===== config.mk =====
export PLATFORM = sky130hd
export DESIGN_NAME = load_store_unit
export DESIGN_NICKNAME = d
export VERILOG_FILES = /design/src/rtl/load_store_unit.sv
export SDC_FILE = /design/constraint.sdc
export NUM_CORES = 1
export LEC_CHECK = 0
export ABC_CLOCK_PERIOD_IN_PS = 2400
export CORE_MARGIN = 5
export CORE_UTILIZATION = 46
export CTS_BUF_LIST = sky130_fd_sc_hd__clkbuf_8
export DETAILED_ROUTE_END_ITERATION = 12
export PLACE_DENSITY = 0.94
export SYNTH_ARGS = -nofsm -noshare
export SYNTH_HDL_FRONTEND = slang
export SYNTH_SLANG_ARGS = --single-unit

===== constraint.sdc =====
create_clock -name clk_i -period 2.4 [get_ports clk_i]
set_clock_uncertainty 0.1 [all_clocks]
set_input_delay 0.48 -clock clk_i [delete_from_list [all_inputs] [get_ports clk_i]]
set_output_delay 0.48 -clock clk_i [all_outputs]
set_load 0.02 [all_outputs]

===== src/rtl/load_store_unit.sv =====
// load_store_unit
//
// Bridges the RV32I memory stage to a request/grant/response data memory with
// wait states. One core request becomes one memory transaction with byte-lane
// masking, store-data lane replication and load sign/zero extension. The core is
// stalled until the access completes. Misaligned, illegal and timed-out accesses
// complete with an error response and (for decode errors) never reach memory.
//
// Ports:
//   clk_i, rst_i        clock, synchronous active-high reset
//   req_valid_i         core request, held until rsp_valid_o
//   req_store_i         1 = store, 0 = load
//   req_funct3_i        RV32I funct3 of the load/store
//   req_addr_i          byte address
//   req_wdata_i         store data (rs2)
//   stall_o             core must hold PC and request fields
//   rsp_valid_o         one-cycle completion pulse
//   rsp_rdata_o         extended load data, 0 for stores and errors
//   rsp_err_o           error qualifier for rsp_valid_o
//   mem_req_o           memory request, held until mem_gnt_i or timeout
//   mem_we_o            write enable
//   mem_mask_o          byte-lane enables
//   mem_addr_o          word address (low 2 bits 0)
//   mem_wdata_o         lane-replicated store data
//   mem_gnt_i           memory accepted the request
//   mem_rvalid_i        load data valid
//   mem_rdata_i         load word

module load_store_unit #(
    parameter int unsigned ADDR_W        = 32,
    parameter int unsigned TIMEOUT       = 16,
    parameter bit          MISALIGN_TRAP = 1'b1
) (
    input  logic              clk_i,
    input  logic              rst_i,
    input  logic              req_valid_i,
    input  logic              req_store_i,
    input  logic [2:0]        req_funct3_i,
    input  logic [ADDR_W-1:0] req_addr_i,
    input  logic [31:0]       req_wdata_i,
    output logic              stall_o,
    output logic              rsp_valid_o,
    output logic [31:0]       rsp_rdata_o,
    output logic              rsp_err_o,
    output logic              mem_req_o,
    output logic              mem_we_o,
    output logic [3:0]        mem_mask_o,
    output logic [ADDR_W-1:0] mem_addr_o,
    output logic [31:0]       mem_wdata_o,
    input  logic              mem_gnt_i,
    input  logic              mem_rvalid_i,
    input  logic [31:0]       mem_rdata_i
);

    // The counter only has to reach TIMEOUT-1: the timeout fires in the cycle
    // that would make it TIMEOUT.
    localparam int unsigned     CntW    = (TIMEOUT > 1) ? $clog2(TIMEOUT) : 1;
    localparam logic [CntW-1:0] CntLast = CntW'((TIMEOUT > 0) ? TIMEOUT - 1 : 0);

    typedef enum logic [1:0] {
        StIdle,
        StReq,
        StWait,
        StResp
    } state_e;

    state_e            state_q;
    logic [CntW-1:0]   cnt_q;
    logic [ADDR_W-1:0] addr_q;
    logic [2:0]        funct3_q;
    logic              store_q;
    logic [3:0]        mask_q;
    logic [31:0]       wdata_q;
    logic [31:0]       rdata_q;
    logic              err_q;

    // Request decode (combinational, only consumed in IDLE)
    logic              f3_legal;
    logic              size_half;
    logic              size_word;
    logic              misaligned;
    logic              access_ok;
    logic [ADDR_W-1:0] addr_acc;
    logic [3:0]        mask_d;
    logic [31:0]       wdata_d;

    always_comb begin
        f3_legal = 1'b0;
        case (req_funct3_i)
            3'b000, 3'b001, 3'b010: f3_legal = 1'b1;
            3'b100, 3'b101:         f3_legal = ~req_store_i;
            default:                f3_legal = 1'b0;
        endcase

        size_half  = (req_funct3_i[1:0] == 2'b01);
        size_word  = (req_funct3_i[1:0] == 2'b10);
        misaligned = (size_half & req_addr_i[0]) | (size_word & (|req_addr_i[1:0]));
        access_ok  = f3_legal & ~(MISALIGN_TRAP & misaligned);

        // Forcing alignment is harmless when trapping: misaligned requests
        // never issue, so the adjusted address is only ever used untrapped.
        addr_acc = req_addr_i;
        if (size_half) addr_acc[0] = 1'b0;
        if (size_word) addr_acc[1:0] = 2'b00;

        case (req_funct3_i[1:0])
            2'b00: begin
                mask_d  = 4'b0001 << addr_acc[1:0];
                wdata_d = {4{req_wdata_i[7:0]}};
            end
            2'b01: begin
                mask_d  = 4'b0011 << addr_acc[1:0];
                wdata_d = {2{req_wdata_i[15:0]}};
            end
            default: begin
                mask_d  = 4'b1111;
                wdata_d = req_wdata_i;
            end
        endcase
    end

    // Load lane select and extension from the registered access
    logic [31:0] lane;
    logic [31:0] ld_ext;

    always_comb begin
        lane = mem_rdata_i >> {addr_q[1:0], 3'b000};
        case (funct3_q)
            3'b000:  ld_ext = {{24{lane[7]}}, lane[7:0]};
            3'b001:  ld_ext = {{16{lane[15]}}, lane[15:0]};
            3'b100:  ld_ext = {24'b0, lane[7:0]};
            3'b101:  ld_ext = {16'b0, lane[15:0]};
            default: ld_ext = lane;
        endcase
    end

    logic timeout_hit;
    assign timeout_hit = (TIMEOUT != 0) && (cnt_q == CntLast);

    always_ff @(posedge clk_i) begin
        if (rst_i) begin
            state_q  <= StIdle;
            cnt_q    <= '0;
            addr_q   <= '0;
            funct3_q <= 3'b000;
            store_q  <= 1'b0;
            mask_q   <= 4'b0000;
            wdata_q  <= 32'h0;
            rdata_q  <= 32'h0;
            err_q    <= 1'b0;
        end else begin
            case (state_q)
                StIdle: begin
                    if (req_valid_i) begin
                        addr_q   <= addr_acc;
                        funct3_q <= req_funct3_i;
                        store_q  <= req_store_i;
                        mask_q   <= mask_d;
                        wdata_q  <= wdata_d;
                        rdata_q  <= 32'h0;
                        cnt_q    <= '0;
                        err_q    <= ~access_ok;
                        state_q  <= access_ok ? StReq : StResp;
                    end
                end
                StReq: begin
                    cnt_q <= cnt_q + 1'b1;
                    // A store grant completes the access and beats the timeout;
                    // a load grant does not, since the load still owes rvalid.
                    // Any rvalid in this state is ignored.
                    if (mem_gnt_i && store_q) begin
                        state_q <= StResp;
                    end else if (timeout_hit) begin
                        err_q   <= 1'b1;
                        state_q <= StResp;
                    end else if (mem_gnt_i) begin
                        state_q <= StWait;
                    end
                end
                StWait: begin
                    cnt_q <= cnt_q + 1'b1;
                    if (mem_rvalid_i) begin
                        rdata_q <= ld_ext;
                        state_q <= StResp;
                    end else if (timeout_hit) begin
                        err_q   <= 1'b1;
                        state_q <= StResp;
                    end
                end
                StResp: begin
                    state_q <= StIdle;
                end
                default: begin
                    state_q <= StIdle;
                end
            endcase
        end
    end

    // Outputs are decoded from registered state only, except stall_o which
    // must rise in the accept cycle.
    always_comb begin
        stall_o     = ((state_q == StIdle) & req_valid_i) | (state_q == StReq) |
                      (state_q == StWait);
        rsp_valid_o = (state_q == StResp);
        rsp_err_o   = (state_q == StResp) & err_q;
        rsp_rdata_o = (state_q == StResp) ? rdata_q : 32'h0;
        mem_req_o   = (state_q == StReq);
        mem_we_o    = (state_q == StReq) & store_q;
        mem_mask_o  = (state_q == StReq) ? mask_q : 4'b0000;
        mem_addr_o  = (state_q == StReq) ? {addr_q[ADDR_W-1:2], 2'b00} : '0;
        mem_wdata_o = (state_q == StReq) ? wdata_q : 32'h0;
    end

endmodule

Word-level counts from Yosys, hierarchy flattened
Index checks and enable logic that the tools add are counted.
{ "op_classes": {"addsub": 1, "n_eq_ne": 19, "shift": 3, "muxes": 28, "bitwise_logic": 12, "n_reduce_logical": 17} }
{ "ops": {"columns": ["op", "n"], "rows": [
  ["two-way mux 32 bit", 5],
  ["case mux 32 bit (2 select lines)", 2],
  ["case mux 32 bit (4 select lines)", 1],
  ["right shift 32 x 5 -> 32 bit", 1],
  ["two-way mux 2 bit", 8],
  ["case mux 4 bit (2 select lines)", 2],
  ["== test 3 bit (second input constant)", 4],
  ["two-way mux 4 bit", 2],
  ["inequality test 2 bit (second input constant)", 4],
  ["case mux 2 bit (4 select lines)", 1],
  ["AND 1 bit", 6],
  ["== test 2 bit (second input constant)", 3],
  ["== test 3 x 1 -> 1 bit (second input constant)", 2],
  ["zero test 3 bit", 2],
  ["AND reduction 3 bit", 2],
  ["OR reduction 2 bit", 3],
  ["two-way mux 1 bit", 5],
  ["adder 4 x 1 -> 4 bit (second input constant)", 1],
  ["== test 2 x 1 -> 1 bit (second input constant)", 2],
  ["== test 4 bit (second input constant)", 1],
  ["zero test 2 bit", 2],
  ["inequality test 4 x 1 -> 1 bit (second input constant)", 1],
  ["AND reduction 2 bit", 2],
  ["AND reduction 4 bit", 1],
  ["12 further kinds", 17]
]} }
{ "word_totals": {"ff_bits": 111, "inputBits": 105, "output_inout_bits": 105, "word_cells": 89} }

Logic depth before layout (Yosys ltp)
Gate-level depths: netlist of the first run.
{ "depth": {"ltp_word": 8, "depth_mapped": 8, "ltp_nobuf": 6} }

Least setup slack after synthesis of the first run
No wires, ideal clock.
{ "synth_timing": {"path_kind": "register -> register", "from": "reg state_q[0]", "to": "reg rdata_q[16]", "setup_ns": 0.122, "t_arrival_ns": 1.921, "required_ns": 2.178, "setup_slack_ns": 0.257, "path_stages_with_launch": 9, "n_path_buf": 2, "period_less_slack_ns": 2.143, "cell_sequence": "dfxtp_1 inv_1 ha_1 nor2b_1 buf_6 or3_1 nor2b_4 buf_6 a221o_1"} }
{ "synth_between": {"elab_chain_len": 3, "word_cells_on_any_way": 7, "cone_classes": "eq/ne (3); mux (1); reduce/logical (3)"} }
{ "synth_rtl": {"columns": ["element", "line", "source"], "rows": [
  ["start: declaration", "67", "state_e state_q;"],
  ["start signal: assignment", "142", "state_q <= StIdle;"],
  ["start signal: assignment", "163", "state_q <= access_ok ? StReq : StResp;"],
  ["start signal: assignment", "172", "state_q <= StResp;"],
  ["== test 2 bit or zero test 2 bit (tied branches)", "152", "case (state_q)"],
  ["inequality test 2 bit (no line) or nonzero test 2 bit (tied branches)", null, null],
  ["AND reduction 3 bit (no line)", null, null],
  ["end signal: assignment", "183", "rdata_q <= ld_ext;"],
  ["end: declaration", "74", "logic [31:0] rdata_q;"]
]} }
Parallel ways exist; a longest one is shown, timed or not.
A chain may end at the register's enable or synchronous reset.

Final worst setup path of the first run
{ "layout_timing": {"from": "reg state_q[1]", "to": "out mem_mask_o[0]"} }
{ "layout_between": {"elab_chain_len": 2} }
{ "layout_rtl": {"columns": ["element", "line", "source"], "rows": [
  ["== test 2 x 1 -> 1 bit", "210", "mem_mask_o = (state_q == StReq) ? mask_q : 4'b0000;"],
  ["two-way mux 4 bit", "210", null],
  ["end: declaration", "47", "output logic [3:0] mem_mask_o,"]
]} }
Every way passes these cells.

==> impl_metrics.py, run 1 <==
metrics = {
    "run_status": {
        "status": "finished clean",
    },
    "setup_path": {
        "cp_max_fo": 32,
        "crit_chain": "inv_1 > ha_4 > buf_12 > and2_1 > dlygate4sd2_1",
        "r2r-end": "rdata_q[20]",
        "rrSetupSlack_ns": 0.20,
        "cp-end-kind": "output port",
        "crit_path_start_kind": "flop",
        "cp.required_ns": 1.82,
        "crit_type": "reg2out",
        "rr_startpoint": "state_q[0]",
        "cp-endpoint": "mem_mask_o[0]",
        "crit_start": "state_q[1]",
        "cp_slowest_cell": "dlygate4sd2_1",
        "arrival_ns": 1.73,
        "ff2ff_path_depth": 7,
        "slowest_delay_ns": 0.35,
    },
    "pwr": {
        "p_total_w": 0.00597,
        "pwr_density_cell_nw_per_um2": 741,
        "p_leak_nw": 3.39,
        "ir_drop_v": 0.000694,
    },
    "final_layout": {
        "multi_input_area_um2": 3190,
        "final_area_um2": 8060,
        "fin_util_pct": 66.8,
        "final_cell_mix": "nand2_1, dfxtp_1, clkdlybuf4s50_1",
        "nNetsFinal": 986,
        "final_common_cell": "nand2_1",
        "num-fill-cells": 984,
        "drive_above_1_share_pct": 8.86,
        "syn_to_final_growth_pct": 41.5,
        "num_antenna_cells": 0,
        "seq_area_um2": 2230,
    },
    "synth": {
        "syn_area_um2": 5690,
        "ys_seq_elements": 111,
        "yosysWarnings": 0,
        "yosysUniqueCellTypes": 45,
        "synth_cells": 686,
        "synth_top_cell_area_share_pct": 39.0,
        "synth_area_leaders": "dfxtp_1, and2_1, nand2_1",
        "synth.avg_cell_area_um2": 8.30,
        "synth_edf_count": 0,
        "yosys_most_used_dff": "dfxtp_1",
        "synthArstFlopShare_pct": 0,
        "yosysSeqAreaShare_pct": 39.0,
        "synth_top_area_cell": "dfxtp_1",
    },
    "sta": {
        "setup_viol": 0,
        "period_share_pct": 96.2,
        "rsz0062_at_grt": "no",
        "hold_violations": 0,
        "tightest_slew_ns": 0.849,
        "fin_crit_ns": 2.31,
        "max_slew_margin_pct": 43.4,
        "max_freq_ghz": 0.433,
        "drv_slew": 0,
    },
    "detailed_routing": {
        "wl_um": 17600,
        "drc": 0,
        "drtIter0Drc": 426,
        "viasPerCell": 5.30,
        "wl_per_cell_um": 16.8,
        "drt_first_pass_iters": 5,
        "ant_nets": 0,
        "via_count": 5554,
    },
    "clock_tree": {
        "numClockSinks": 111,
        "cts_made_buffers": 9,
        "clk_latency_ns": 0.39,
        "htree_levels": 3,
        "cts_root_buf": "clkbuf_8",
        "cts_setup_buffers": 0,
        "clk_pin_slew_ns": 0.11,
        "cts_tree": "yes",
        "clockBufferDepth": 2,
        "postCtsResizedCells": 107,
        "ctsHoldBuffers": 0,
    },
    "grt": {
        "grt_use_total_pct": 23.8,
        "grt_pass1_vias": 5453,
        "grtUsageMet1_pct": 27.2,
        "antenna_found_initial": 0,
        "grtUsageMet3_pct": 9.28,
        "busiest_layer": "met2",
        "grt_pass1_wl_um": 27700,
        "grt_max_degree": 87,
        "grtUsageMet2_pct": 40.0,
        "gr-total-overflow": 0,
    },
    "placed_design": {
        "place_congestion": 0.850,
        "placed_cell_area_um2": 7980,
        "place_hpwl_um": 13100,
        "io_buffers": 207,
    },
    "die": {
        "coreArea_um2": 12100,
        "dieHeight_um": 121,
        "ios": 210,
        "die_area_um2": 14700,
        "die_w_um": 121,
        "start_util_pct": 47.2,
        "rows": 40,
    },
    "flow_run": {
        "maxCapViolations": 0,
    },
    "worst_hold_path": {
        "holdCritPathClass": "reg2reg",
    },
}
==> state kept, by name, indices dropped and copies added (netlist names) <==
name and cells:
addr_q 32, rdata_q 32, wdata_q 32, cnt_q 4, mask_q 4, funct3_q 3, state_q 2, err_q 1
store_q 1
==> power breakdown <==
part | internal (W) | switching, W
Clock | 0.000410 | 0.000676
Combinational | 0.00107 | 0.00149
Sequential | 0.00216 | 0.000170
Total | 0.00364 | 0.00233
==> critical path: cells and delay by family (launching register included) <==
family	cells	cell delay (ns)
buffers and inverters	3	0.66
and+or+nand+nor	1	0.13
DFF	1	0.33
adders and majority gates	1	0.21
==> how the worst min path moves through the flow <==
stage | startpoint | end | slack, ns | depth (start not counted)
final | addr_q[19] | addr_q[19] | 0.36 | 2
after global routing | rst_i | rdata_q[4] | 0.38 | 2
after CTS | addr_q[3] | addr_q[3] | 0.36 | 2
after detailed placement | addr_q[3] | addr_q[3] | 0.34 | 2
after global placement | wdata_q[24] | wdata_q[24] | 0.34 | 2
after floorplan | addr_q[10] | addr_q[10] | 0.33 | 2
==> Yosys cell counts, types with 2 or more instances <==
cell and n:
nand2_1 125, dfxtp_1 111, and2_1 103, a21oi_1 59
clkbuf_1 40, nor2_1 37, o21ai_0 31, mux2i_1 25
a221o_1 16, a211oi_1 11, a22oi_1 10, a311oi_1 10
nand3b_1 9, mux4_2 8, a22o_1 7, inv_1 7
mux2_2 7, o21a_1 7, buf_2 6, ha_1 6
nand2b_1 5, nand3_1 5, nor3_1 5, buf_1 4
buf_4 4, buf_6 4, nor2b_1 4, a221oi_1 2
or3_1 2
==> layer usage <==
metal,wire length [um],up-vias
met3,1750,35
met5,0,-
met4,465,0
met1,7010,2561
met2,8360,226
li1,-,2732
==> final cells by class <==
type | instances | share of cell area (%)
clock inverter | 6 | 0.528
timing repair buffer | 235 | 27.6
tap | 168 | 2.61
inverter | 7 | 0.326
multi-input combinational | 511 | 39.6
clock buffer | 10 | 1.71
sequential | 111 | 27.6
==> cell families (layout without fill, tap and decap cells) <==
kind of cell | after synthesis | count (layout) | share of synthesized area, %
compound gates | 161 | 161 | 18.6
xor+xnor | 1 | 1 | 0.154
fa+ha+maj | 6 | 6 | 1.32
buf+inv | 65 | 258 | 5.21
flops | 111 | 111 | 39.0
mux | 41 | 41 | 9.21
other cells | 1 | 2 | 0.0659
simple gates | 300 | 300 | 26.4
==> through the flow <==
| stage | TNS [ns] | hold slack (ns) | worst slack, ns | instances |
|---|---|---|---|---|
| 2_1_floorplan | 0 | 0.332 | 0.257 | 687 |
| 3_3_place_gp | -0.115 | 0.336 | -0.115 | 1032 |
| 3_5_place_dp | -0.139 | 0.342 | -0.139 | 1032 |
| 4_1_cts | 0 | 0.357 | 0.00112 | 1048 |
| 5_1_grt | 0 | 0.380 | 0.0000746 | 1048 |
| 6_report | 0 | 0.355 | 0.0911 | 1048 |
No activity file was read; power rests on OpenSTA's default activity.
==> inputs of run 2 (changes only) <==
--- a/config.mk
+++ b/config.mk
@@ -6,6 +6,7 @@
 export NUM_CORES = 1
 export LEC_CHECK = 0
 export ABC_CLOCK_PERIOD_IN_PS = 2400
+export CORE_ASPECT_RATIO = 0.5
 export CORE_MARGIN = 5
 export CORE_UTILIZATION = 46
 export CTS_BUF_LIST = sky130_fd_sc_hd__clkbuf_8
==> impl_metrics.py, run 2 (synthesized netlist as in run 1, its figures left out) <==
metrics = {
    "setup_path": {
        "rr_startpoint": "state_q[0]",
        "cp.required_ns": 1.82,
        "cp.depth": 5,
        "crit_chain": "inv_1 > ha_4 > buf_12 > and2_1 > clkdlybuf4s15_1",
        "cp_slowest_cell": "dfxtp_1",
        "cp-end-kind": "output port",
        "crit_path_start_kind": "flop",
        "ff2ff_path_depth": 6,
        "crit_buf_inv": 3,
        "rrSetupSlack_ns": 0.14,
        "slowest_delay_ns": 0.34,
        "cp_max_fo": 40,
        "r2r-end": "mask_q[2]",
        "arrival_ns": 1.75,
        "crit_type": "reg2out",
        "crit_family": "buffers and inverters",
    },
    "clock_tree": {
        "ctsHoldBuffers": 0,
        "cts_root_buf": "clkbuf_8",
        "clk_latency_ns": 0.38,
        "htree_levels": 3,
        "cts_tree": "yes",
        "clk_pin_slew_ns": 0.11,
        "clockBufferDepth": 2,
        "cts_made_buffers": 9,
        "numClockSinks": 111,
    },
    "worst_hold_path": {
        "whs_path_depth": 2,
        "holdCritPathClass": "in2reg",
        "holdPathEnd": "rdata_q[0]",
        "min_from": "rst_i",
    },
    "sta": {
        "drv_slew": 0,
        "timing.hold.ws_ns": 0.339,
        "fin_crit_ns": 2.33,
        "hold_violations": 0,
        "max_slew_margin_pct": 43.6,
        "max_freq_ghz": 0.429,
        "setup_viol": 0,
        "period_share_pct": 97.1,
        "tightest_slew_ns": 0.846,
    },
    "final_layout": {
        "nNetsFinal": 983,
        "syn_to_final_growth_pct": 39.9,
        "fin_util_pct": 66.7,
        "num_antenna_cells": 0,
        "final_common_cell": "nand2_1",
        "final_cell_mix": "nand2_1, dfxtp_1, clkdlybuf4s50_1",
        "drive_above_1_share_pct": 12.4,
        "reg_top3": "addr_q x32, rdata_q x32, wdata_q x32",
        "final_cells": 1042,
        "num-fill-cells": 937,
    },
    "die": {
        "coreArea_um2": 11900,
        "dieHeight_um": 88.7,
        "die_area_um2": 14800,
        "start_util_pct": 47.6,
        "ios": 210,
        "die_w_um": 167,
        "rows": 28,
    },
    "pwr": {
        "p_leak_nw": 3.29,
        "pwr_density_cell_nw_per_um2": 751,
        "ir_drop_v": 0.000410,
    },
    "grt": {
        "antenna_found_initial": 0,
        "gr-total-overflow": 0,
        "grt_pass1_wl_um": 27400,
        "grt_use_total_pct": 22.6,
        "grt_max_degree": 87,
        "grt_pass1_vias": 5462,
    },
    "detailed_routing": {
        "drtIter0Drc": 409,
        "drt_first_pass_iters": 5,
        "viasPerCell": 5.45,
        "ant_nets": 0,
        "drc": 0,
        "wl_um": 17600,
        "wl_per_cell_um": 16.8,
        "via_count": 5678,
    },
    "placed_design": {
        "place_hpwl_um": 12900,
        "place_congestion": 0.887,
        "post-place-cells": 1026,
        "io_buffers": 207,
    },
    "run_status": {
        "status": "finished clean",
    },
    "flow_run": {
        "maxCapViolations": 0,
    },
}
[run 2: changes by cell type in the layout (fill, tap and decap cells not counted), sizes merged]
cell / delta
clkdlybuf4s15: +5
clkdlybuf4s50: +1
buf: -3
clkinv: +1
clkbuf: +31
dlygate4sd2: -41
dlymetal6s2s: +3
[run 2: worst max-delay path by stage]
stage | end | slack (ns) | start
after global placement | stall_o | -0.13 | req_valid_i
after CTS | mem_addr_o[11] | 0 | state_q[1]
final | mem_wdata_o[2] | 0.07 | state_q[1]
after detailed placement | stall_o | -0.13 | req_valid_i
after floorplan | rdata_q[16] | 0.26 | state_q[0]
after global routing | mem_addr_o[17] | -0.0001 | state_q[1]
[run 2: layout make-up]
| cell class | count | area [um2] | share of cell area (%) |
|---|---|---|---|
| inverter | 7 | 26.3 | 0.330 |
| multi-input combinational | 511 | 3200 | 40.2 |
| tap | 165 | 206 | 2.59 |
| timing repair buffer | 232 | 2120 | 26.7 |
| clock inverter | 7 | 57.6 | 0.723 |
| sequential | 111 | 2230 | 28.0 |
| clock buffer | 9 | 124 | 1.56 |
[run 2: where the power goes]
| group | internal (W) | switching (W) | total [W] |
|---|---|---|---|
| clock | 0.000391 | 0.000676 | 0.00107 |
| sequential | 0.00216 | 0.000174 | 0.00234 |
| combinational | 0.00106 | 0.00152 | 0.00257 |
| total | 0.00361 | 0.00236 | 0.00598 |
[run 2: what timing repair did]
item,4_1_cts,5_1_grt
setup endpoints to repair,101,88
gates resized for setup,104,121
setup buffers,0,0
[run 2: per-layer routing]
layer | routed length [um] | up-vias | global-route usage, %
met2 | 8800 | 209 | 42.6
met5 | 0 | - | 0
met4 | 605 | 0 | 8.84
met3 | 950 | 45 | 4.60
met1 | 7190 | 2696 | 25.8
li1 | - | 2728 | -
[run 2: stage by stage]
stage	TNS [ns]	power (W)	setup WS, ns	instance area (um2)
after floorplan	0	0.00398	0.257	5700
after global placement	-0.195	0.00487	-0.129	7980
after detailed placement	-0.726	0.00498	-0.129	7980
after CTS	0	0.00598	0	8050
after global routing	-0.000145	0.00634	-0.000145	7960
final	0	0.00598	0.0700	7960
==> inputs of run 3 (changes only) <==
--- a/config.mk
+++ b/config.mk
@@ -7,7 +7,6 @@
 export LEC_CHECK = 0
 export ABC_CLOCK_PERIOD_IN_PS = 2400
 export CORE_ASPECT_RATIO = 0.5
-export CORE_MARGIN = 5
 export CORE_UTILIZATION = 46
 export CTS_BUF_LIST = sky130_fd_sc_hd__clkbuf_8
 export DETAILED_ROUTE_END_ITERATION = 12
==> impl_metrics.py, run 3 (synthesized netlist as in run 1, its figures left out) <==
metrics = {
    "setup_path": {
        "slowest_delay_ns": 0.37,
        "cp-end-kind": "output port",
        "crit_family": "buffers and inverters",
        "crit_chain": "buf_4 > ha_4 > buf_4 > or3_1 > buf_2",
        "cp_slowest_cell": "dfxtp_4",
        "rr_startpoint": "state_q[0]",
        "crit_path_start_kind": "flop",
        "cp_max_fo": 6,
        "crit_start": "state_q[0]",
        "crit_buf_inv": 3,
        "crit_type": "reg2out",
        "arrival_ns": 1.75,
        "path_common_cell": "buf_4",
        "cp.required_ns": 1.82,
    },
    "sta": {
        "max_freq_ghz": 0.430,
        "period_share_pct": 96.9,
        "hold_violations": 0,
        "rsz0062_at_grt": "no",
        "drv_slew": 0,
        "fin_crit_ns": 2.33,
        "tightest_slew_ns": 0.863,
        "setup_viol": 0,
        "max_slew_margin_pct": 42.4,
        "timing.final.ws_setup_ns": 0.0741,
    },
    "grt": {
        "grt_pass1_wl_um": 27000,
        "grt_use_total_pct": 26.4,
        "grt_max_degree": 87,
        "antenna_found_initial": 0,
        "gr-total-overflow": 0,
        "grt_pass1_vias": 5454,
    },
    "clock_tree": {
        "cts_tree": "yes",
        "clk_latency_ns": 0.38,
        "cts_made_buffers": 9,
        "cts_root_buf": "clkbuf_8",
        "clockBufferDepth": 2,
        "numClockSinks": 111,
        "clk_pin_slew_ns": 0.11,
        "ctsHoldBuffers": 0,
        "htree_levels": 3,
    },
    "detailed_routing": {
        "wl_um": 17100,
        "drc": 0,
        "viasPerCell": 5.45,
        "drt_first_pass_iters": 5,
        "via_count": 5703,
        "drtIter0Drc": 500,
        "wl_per_cell_um": 16.3,
        "ant_nets": 0,
    },
    "die": {
        "ios": 210,
        "rows": 28,
        "die_w_um": 159,
        "start_util_pct": 47.6,
        "coreArea_um2": 11900,
        "die_area_um2": 12800,
        "dieHeight_um": 80.7,
    },
    "final_layout": {
        "multi_input_area_um2": 3200,
        "reg_top3": "addr_q x32, rdata_q x32, wdata_q x32",
        "final_cell_mix": "nand2_1, dfxtp_1, clkdlybuf4s50_1",
        "final_area_um2": 7940,
        "final_common_cell": "nand2_1",
        "seq_area_um2": 2230,
        "drive_above_1_share_pct": 12.3,
        "syn_to_final_growth_pct": 39.5,
        "fin_util_pct": 66.4,
        "nNetsFinal": 987,
        "num_antenna_cells": 0,
        "num-fill-cells": 994,
    },
    "placed_design": {
        "placed_cell_area_um2": 7970,
        "place_congestion": 0.859,
        "io_buffers": 207,
        "place_hpwl_um": 12300,
        "dp_slack_ns": -0.163,
    },
    "pwr": {
        "ir_drop_v": 0.000376,
        "p_leak_nw": 3.39,
        "p_total_w": 0.00602,
        "pwr_density_cell_nw_per_um2": 759,
    },
    "worst_hold_path": {
        "holdCritPathClass": "reg2reg",
        "min_from": "wdata_q[2]",
    },
    "run_status": {
        "status": "finished clean",
    },
    "flow_run": {
        "maxCapViolations": 0,
    },
}
==> run 3: cell types whose count changed in the layout (fill, tap and decap cells not counted), sizes merged <==
cell | before | now
dlygate4sd2 | 21 | 64
clkinvlp | 2 | 1
inv | 9 | 10
dlymetal6s2s | 4 | 0
clkdlybuf4s15 | 35 | 3
clkbuf | 49 | 44
buf | 28 | 31
clkdlybuf4s50 | 104 | 103
==> run 3: worst paths after layout <==
path / cells after the start / to / slack (ns)
setup / recovery: 5 / stall_o / 0.07
hold / removal: 2 / wdata_q[2] / 0.35
setup reg to reg: 7 / rdata_q[29] / 0.12
hold reg to reg: 2 / wdata_q[2] / 0.35
==> run 3: per-stage QoR <==
step	std cells	hold WS, ns	setup TNS [ns]
detailed placement	1026	0.344	-1.50
global placement	1026	0.337	-0.300
CTS	1044	0.357	0
global route	1046	0.364	0
floorplan	687	0.332	0
finish	1046	0.354	0
==> run 3: tightest hold or removal path: cells and delay by family, from the launching register on <==
family / cells / cell delay (ns)
simple gates: 1 / 0.05
flops: 1 / 0.31
compound gates: 1 / 0.05
==> run 3: power breakdown <==
group	total, W	switching (W)	internal [W]
clock	0.00105	0.000661	0.000391
combinational	0.00264	0.00156	0.00108
sequential	0.00233	0.000165	0.00216
total	0.00602	0.00238	0.00364
==> run 3: what timing repair did <==
item | in CTS | in global routing
pin swaps | 0 | 0
setup endpoints to repair | 105 | 62
setup buffers | 2 | 2
gates resized for setup | 125 | 60
cloned | 0 | 0
==> run 3: cell type report <==
type,count,share of cell area (%)
multi-input combinational,511,40.3
clock inverter,7,0.694
clock buffer,9,1.56
inverter,7,0.331
sequential,111,28.1
timing repair buffer,236,26.5
tap,165,2.60
==> run 3: per-layer routing <==
metal	wire length [um]	global-route usage, %
met4	534	11.3
met2	8550	47.9
met1	7110	30.0
met5	0	0
met3	911	6.61
